<file path="src/rtl/flag_register_pkg.sv">
// Shared encodings for the FLAG bus producer: op classes, flag bit positions,
// controller states and the per-class update mask.
package flag_register_pkg;

    localparam int DEF_WIDTH = 16;

    // Bit positions must line up with the PC-control FLAG decode.
    localparam int FLG_N = 0;
    localparam int FLG_Z = 1;
    localparam int FLG_V = 2;

    typedef enum logic [1:0] {
        OPC_NONE  = 2'b00,
        OPC_ARITH = 2'b01,
        OPC_LOGIC = 2'b10,
        OPC_CMP   = 2'b11
    } opc_e;

    typedef enum logic {
        ST_RUN  = 1'b0,
        ST_HALT = 1'b1
    } state_e;

    function automatic logic [2:0] opc_mask(input logic [1:0] op_class);
        logic [2:0] m;
        m = 3'b000;
        case (op_class)
            OPC_NONE:  m = 3'b000;
            OPC_ARITH: m = 3'b111;
            OPC_LOGIC: m = 3'b010;
            OPC_CMP:   m = 3'b111;
            default:   m = 3'b000;
        endcase
        return m;
    endfunction

endpackage

</file>
<file path="src/rtl/flag_register_if.sv">
// Commit-side bus between the ALU/commit stage and the flag register,
// including the FLAG outputs read by PC control.
interface flag_register_if
    import flag_register_pkg::*;
#(
    parameter int WIDTH = DEF_WIDTH
) ();

    logic             en;
    logic [1:0]       op_class;
    logic [WIDTH-1:0] result;
    logic             ovfl;
    logic             hlt;
    logic [2:0]       flag;
    logic [2:0]       flag_next;
    logic             flag_valid;
    logic             halted;

    modport master (
        output en, op_class, result, ovfl, hlt,
        input  flag, flag_next, flag_valid, halted
    );

    modport slave (
        input  en, op_class, result, ovfl, hlt,
        output flag, flag_next, flag_valid, halted
    );

endinterface

</file>
<file path="src/rtl/flag_register_calc.sv">
// Combinational raw-flag derivation and per-class update mask.
module flag_calc
    import flag_register_pkg::*;
#(
    parameter int WIDTH = DEF_WIDTH
) (
    input  logic [WIDTH-1:0] result,
    input  logic             ovfl,
    input  logic [1:0]       op_class,
    output logic [2:0]       raw,
    output logic [2:0]       mask
);

    always_comb begin
        raw        = 3'b000;
        raw[FLG_N] = result[WIDTH-1];
        raw[FLG_Z] = (result == {WIDTH{1'b0}});
        raw[FLG_V] = ovfl;
        mask       = opc_mask(op_class);
    end

endmodule

</file>
<file path="src/rtl/flag_register.sv">
// Registered N/Z/V flags with per-class masking and an absorbing halt state.
//   state   | meaning
//   ST_RUN  | committing instructions update flags; hlt moves to ST_HALT
//   ST_HALT | flags frozen, all inputs ignored until rst
module flag_register
    import flag_register_pkg::*;
#(
    parameter int WIDTH = DEF_WIDTH
) (
    input  logic           clk,
    input  logic           rst,
    flag_register_if.slave bus
);

    state_e     state_q, state_d;
    logic [2:0] flag_q, flag_d;
    logic       valid_q, valid_d;
    logic       commit;
    logic [2:0] raw;
    logic [2:0] mask;

    flag_calc #(.WIDTH(WIDTH)) u_flag_calc (
        .result   (bus.result),
        .ovfl     (bus.ovfl),
        .op_class (bus.op_class),
        .raw      (raw),
        .mask     (mask)
    );

    always_ff @(posedge clk or posedge rst) begin
        if (rst) begin
            state_q <= ST_RUN;
            flag_q  <= 3'b000;
            valid_q <= 1'b0;
        end else begin
            state_q <= state_d;
            flag_q  <= flag_d;
            valid_q <= valid_d;
        end
    end

    always_comb begin
        state_d = state_q;
        flag_d  = flag_q;
        valid_d = valid_q;
        commit  = 1'b0;
        case (state_q)
            ST_RUN: begin
                commit = bus.en;
                if (commit) begin
                    flag_d = (flag_q & ~mask) | (raw & mask);
                    if (mask != 3'b000) valid_d = 1'b1;
                    if (bus.hlt) state_d = ST_HALT;
                end
            end
            ST_HALT: state_d = ST_HALT;
            default: state_d = ST_RUN;
        endcase
    end

    assign bus.flag       = flag_q;
    assign bus.flag_next  = flag_d;
    assign bus.flag_valid = valid_q;
    assign bus.halted     = (state_q == ST_HALT);

endmodule

</file>
<file path="src/flat_wrapper.sv">
// flat-port wrapper written by rule: the top's interface ports become plain ports
module flag_register_flat import flag_register_pkg::*;
#(
    parameter int WIDTH = DEF_WIDTH
)
  (clk, rst, bus_en, bus_op_class, bus_result, bus_ovfl, bus_hlt, bus_flag, bus_flag_next, bus_flag_valid, bus_halted);
  flag_register_if #(.WIDTH(WIDTH)) bus_i ();
  input  logic clk;
  input  logic rst;
  input wire logic [$bits(bus_i.en)-1:0] bus_en;
  input wire logic [$bits(bus_i.op_class)-1:0] bus_op_class;
  input wire logic [$bits(bus_i.result)-1:0] bus_result;
  input wire logic [$bits(bus_i.ovfl)-1:0] bus_ovfl;
  input wire logic [$bits(bus_i.hlt)-1:0] bus_hlt;
  output wire logic [$bits(bus_i.flag)-1:0] bus_flag;
  output wire logic [$bits(bus_i.flag_next)-1:0] bus_flag_next;
  output wire logic [$bits(bus_i.flag_valid)-1:0] bus_flag_valid;
  output wire logic [$bits(bus_i.halted)-1:0] bus_halted;
  assign bus_i.en = bus_en;
  assign bus_i.op_class = bus_op_class;
  assign bus_i.result = bus_result;
  assign bus_i.ovfl = bus_ovfl;
  assign bus_i.hlt = bus_hlt;
  assign bus_flag = bus_i.flag;
  assign bus_flag_next = bus_i.flag_next;
  assign bus_flag_valid = bus_i.flag_valid;
  assign bus_halted = bus_i.halted;
  flag_register #(.WIDTH(WIDTH)) u_core (.clk(clk), .rst(rst), .bus(bus_i));
endmodule
</file>
<file path="config.mk">
export PLATFORM = sky130hd
export DESIGN_NAME = flag_register_flat
export DESIGN_NICKNAME = d
export VERILOG_FILES = /design/src/rtl/flag_register_pkg.sv /design/src/rtl/flag_register_if.sv /design/src/rtl/flag_register_calc.sv /design/src/rtl/flag_register.sv /design/src/flat_wrapper.sv
export SDC_FILE = /design/constraint.sdc
export NUM_CORES = 1
export LEC_CHECK = 0
export ABC_AREA = 1
export CAP_MARGIN = 5
export CORE_AREA = 3 3 40 42
export DETAILED_ROUTE_END_ITERATION = 10
export DIE_AREA = 0 0 43 45
export PLACE_DENSITY = 0.68
export RECOVER_POWER = 100
export SKIP_CTS_REPAIR_TIMING = 1
export SLEW_MARGIN = 30
export SYNTH_ARGS = -nofsm -noshare
export SYNTH_HDL_FRONTEND = slang
export SYNTH_SLANG_ARGS = --single-unit
</file>
<file path="constraint.sdc">
create_clock -name clk -period 1.5 [get_ports clk]
set_clock_uncertainty 0.1 [all_clocks]
set_input_delay 0.3 -clock clk [delete_from_list [all_inputs] [get_ports clk]]
set_output_delay 0.3 -clock clk [all_outputs]
set_load 0.05 [all_outputs]
</file>
==> run_summary.xml <==
<?xml version="1.0" encoding="UTF-8"?>
<metrics>
  <group name="finish">
    <metric name="area.growth.synth_to_final" unit="%">215</metric>
    <metric name="num-nets-final" unit="">102</metric>
    <metric name="drive_above_1_share" unit="%">39.7</metric>
    <metric name="insertedDiodeCount" unit="">0</metric>
    <metric name="fin_util" unit="%">64.7</metric>
  </group>
  <group name="routing">
    <metric name="postRouteWirelength" unit="um">997</metric>
    <metric name="drt-initial-drc-count" unit="">0</metric>
    <metric name="detail-route-antenna-nets" unit="">0</metric>
    <metric name="route.vias.total" unit="">391</metric>
    <metric name="drt_pass1_iterations" unit="">1</metric>
    <metric name="detail_route.wl_per_cell" unit="um">10.7</metric>
    <metric name="avgViaCountPerCell" unit="">4.20</metric>
    <metric name="route.detailed.drc" unit="">0</metric>
  </group>
  <group name="worst_hold_path">
    <metric name="min_from" unit="">bus_en</metric>
    <metric name="hold_path_depth" unit="">2</metric>
    <metric name="holdCritPathClass" unit="">in2reg</metric>
    <metric name="whs_endpoint" unit="">u_core.bus.halted</metric>
  </group>
  <group name="cts">
    <metric name="clock_buffers_created_by_tritoncts" unit="">3</metric>
    <metric name="clkSinkCount" unit="">5</metric>
    <metric name="htree_num_levels" unit="">1</metric>
    <metric name="worstSkewPairLatency" unit="ps">240</metric>
    <metric name="library_cell_used_as_clock_root_buffer" unit="">clkbuf_4</metric>
    <metric name="clock_tree_from_tritoncts" unit="">done</metric>
    <metric name="clk_pin_slew" unit="ps">40</metric>
    <metric name="ctsLongestPathBuffers" unit="">2</metric>
  </group>
  <group name="critical_path">
    <metric name="timing.reg2reg.worst_path_depth" unit="">6</metric>
    <metric name="end_kind" unit="">output port</metric>
    <metric name="worst-endpoint-required" unit="ps">1100</metric>
    <metric name="timing.rr.start" unit="">u_core.bus.halted</metric>
    <metric name="timing_worst_setup_path_type" unit="">in2out</metric>
    <metric name="critPathArrivalTime" unit="ps">1300</metric>
    <metric name="critPathMaxFanout" unit="">2</metric>
    <metric name="r2r-end" unit="">u_core.bus.flag[1]</metric>
    <metric name="worst_setup_path_start_kind" unit="">primary input</metric>
    <metric name="reg2reg_setup_slack" unit="ps">190</metric>
  </group>
  <group name="yosys">
    <metric name="main_combinational_cell_family_by_area_after_synthesis" unit="">simple AND/OR/NAND/NOR gates</metric>
    <metric name="mappedNetlistNets" unit="">59</metric>
    <metric name="post_synth_fa_ha_maj_area_fraction" unit="%">0</metric>
    <metric name="syn-mean-instance-area" unit="um2">7.33</metric>
    <metric name="post_synth_inst_count" unit="">36</metric>
    <metric name="ys_warn_count" unit="">0</metric>
    <metric name="synth_area" unit="um2">264</metric>
    <metric name="post_synth_main_area_contributors" unit="">dfrtp_1 47%, nand2_1 16%, nor2_1 14%, nand3_1 7.6%, nor2_4 4.3%</metric>
    <metric name="synth-compound-area-share" unit="%">3.32</metric>
    <metric name="synth_mux_area_share" unit="%">0</metric>
    <metric name="xor_xnor_cell_area_share_of_the_yosys_netlist" unit="%">0</metric>
    <metric name="synthDistinctLibCells" unit="">9</metric>
    <metric name="netlist.area_leader.share" unit="%">47.4</metric>
    <metric name="yosys.area_share.simple" unit="%">46.4</metric>
    <metric name="synth_sequential_area_ratio" unit="%">47.4</metric>
    <metric name="synth_top_cell_by_area" unit="">dfrtp_1</metric>
    <metric name="synth_seq_cells" unit="">5</metric>
  </group>
  <group name="power_and_ir_drop">
    <metric name="vdd_drop_max" unit="uV">523</metric>
    <metric name="power-per-cell-area" unit="nW/um2">707</metric>
    <metric name="power_leakage" unit="nW">0.478</metric>
    <metric name="report.power.total" unit="mW">0.588</metric>
  </group>
  <group name="sta">
    <metric name="hold_viol" unit="">0</metric>
    <metric name="rsz0062_at_grt" unit="">yes</metric>
    <metric name="timing.slew.headroom" unit="%">87.2</metric>
    <metric name="max_slew.worst_pin.slew" unit="ps">191</metric>
    <metric name="fin_tns_setup" unit="ps">-437</metric>
    <metric name="achievable-frequency" unit="MHz">590</metric>
    <metric name="min_period_over_period" unit="%">113</metric>
    <metric name="postLayoutSetupSlackWorst" unit="ps">-196</metric>
    <metric name="finalSetupViolations" unit="">3</metric>
    <metric name="layout_min_cycle_time" unit="ps">1700</metric>
    <metric name="maxSlewViolCount" unit="">0</metric>
    <metric name="holdWs" unit="ps">214</metric>
  </group>
  <group name="floorplan">
    <metric name="initial_utilization" unit="%">20.5</metric>
    <metric name="coreArea" unit="um2">1280</metric>
    <metric name="fp-row-count" unit="">13</metric>
    <metric name="chip_height" unit="um">45</metric>
    <metric name="number_of_i_o_pins" unit="">31</metric>
    <metric name="die_width" unit="um">43</metric>
    <metric name="dieArea" unit="um2">1940</metric>
  </group>
  <group name="grt">
    <metric name="total_congestion_overflow_after_global_routing" unit="">0</metric>
    <metric name="grt_pass1_wl" unit="um">1500</metric>
    <metric name="largest_net_degree_at_the_start_of_global_routing" unit="">6</metric>
    <metric name="number_of_antenna_violations_at_the_first_check_in_global_routing" unit="">0</metric>
    <metric name="grt_util_all_layers" unit="%">10.5</metric>
    <metric name="grt_pass1_vias" unit="">382</metric>
  </group>
  <group name="run_status">
    <metric name="outcome" unit="">complete, but fails checks</metric>
    <metric name="failed_checks" unit="">setup timing</metric>
  </group>
  <group name="placement">
    <metric name="post-dp-hpwl" unit="um">781</metric>
    <metric name="io_buffer_count" unit="">30</metric>
    <metric name="place_congestion" unit="">0.735</metric>
  </group>
  <group name="run">
    <metric name="max_cap_violations" unit="">0</metric>
  </group>
</metrics>
## stage by stage
stage / instances / area (um2) / setup slack, ps
final: 93 / 831 / -196
after global routing: 93 / 831 / -232
after CTS: 89 / 733 / -389
after detailed placement: 85 / 707 / -387
after global placement: 85 / 707 / -348
after floorplan: 36 / 278 / 1.24
## layout by cell type, fill, tap and decap left out
| cell type | count |
|---|---|
| nand2_1 | 6 |
| nor2_4 | 1 |
| dlygate4sd3_1 | 1 |
| inv_1 | 2 |
| dfrtp_2 | 1 |
| or2_1 | 1 |
| clkbuf_4 | 3 |
| nor2_1 | 8 |
| dfrtp_1 | 4 |
| nand2_2 | 3 |
| nor2_2 | 2 |
| buf_12 | 8 |
| nand3_1 | 3 |
| nand3_4 | 1 |
| nand2_4 | 3 |
| clkbuf_1 | 1 |
| a21o_2 | 1 |
| clkdlybuf4s50_1 | 7 |
| buf_4 | 8 |
| dlymetal6s2s_1 | 14 |
## cell type report
| class | instances | area [um2] |
|---|---|---|
| repair buffers | 38 | 475 |
| fillers | 125 | 454 |
| multi-input cells | 29 | 176 |
| flip-flops and latches | 5 | 126 |
| clock buffers | 4 | 26.3 |
| well taps | 15 | 18.8 |
| inverters | 2 | 7.51 |
## flip-flops by register name, indices dropped and copies added (netlist names)
register and cells:
u_core.bus.flag 3, u_core.bus.halted 1, u_core.bus.flag_valid 1
## worst max-delay path, cell delays in order
cell             delay, ps
clkdlybuf4s50_1        400
nor2_1                 110
nand2_1                 70
nor2_2                 120
nand3_4                 80
nand2_4                 80
buf_12                 130
## kinds of logic (layout without fill, tap and decap cells)
kind of cell	count (synthesis)	after routing
buffers and inverters	2	44
DFF	5	5
and+or+nand+nor	28	28
AOI/OAI and AO/OA	1	1
## worst max path at each step
stage | depth (start not counted) | start | endpoint
after floorplan | 5 | u_core.bus.halted | bus_flag_next[1]
after global placement | 8 | bus_en | bus_flag_next[1]
after detailed placement | 8 | bus_en | bus_flag_next[1]
after CTS | 8 | bus_en | bus_flag_next[1]
after global routing | 6 | u_core.bus.halted | bus_flag_next[1]
final | 7 | bus_result[11] | bus_flag_next[1]
## cell usage after synthesis, drive strengths merged
cell / count
nand2: 12
nor2: 11
dfrtp: 5
nand3: 4
inv: 2
a21o: 1
or2: 1
## power breakdown
part           internal, mW  leakage, nW  switching, mW
clock                 0.100       0.0150         0.0532
sequential            0.148       0.0576         0.0132
combinational         0.147        0.406          0.126
## per-layer routing
metal	share of wire (%)	up-vias	GRT usage, %
met1	35	169	10.8
met3	13	2	3.19
met4	1.7	0	9.04
met5	0	-	0
li1	-	195	-
met2	50	25	17.7
Note: power is estimated with default switching activity, not from simulation.
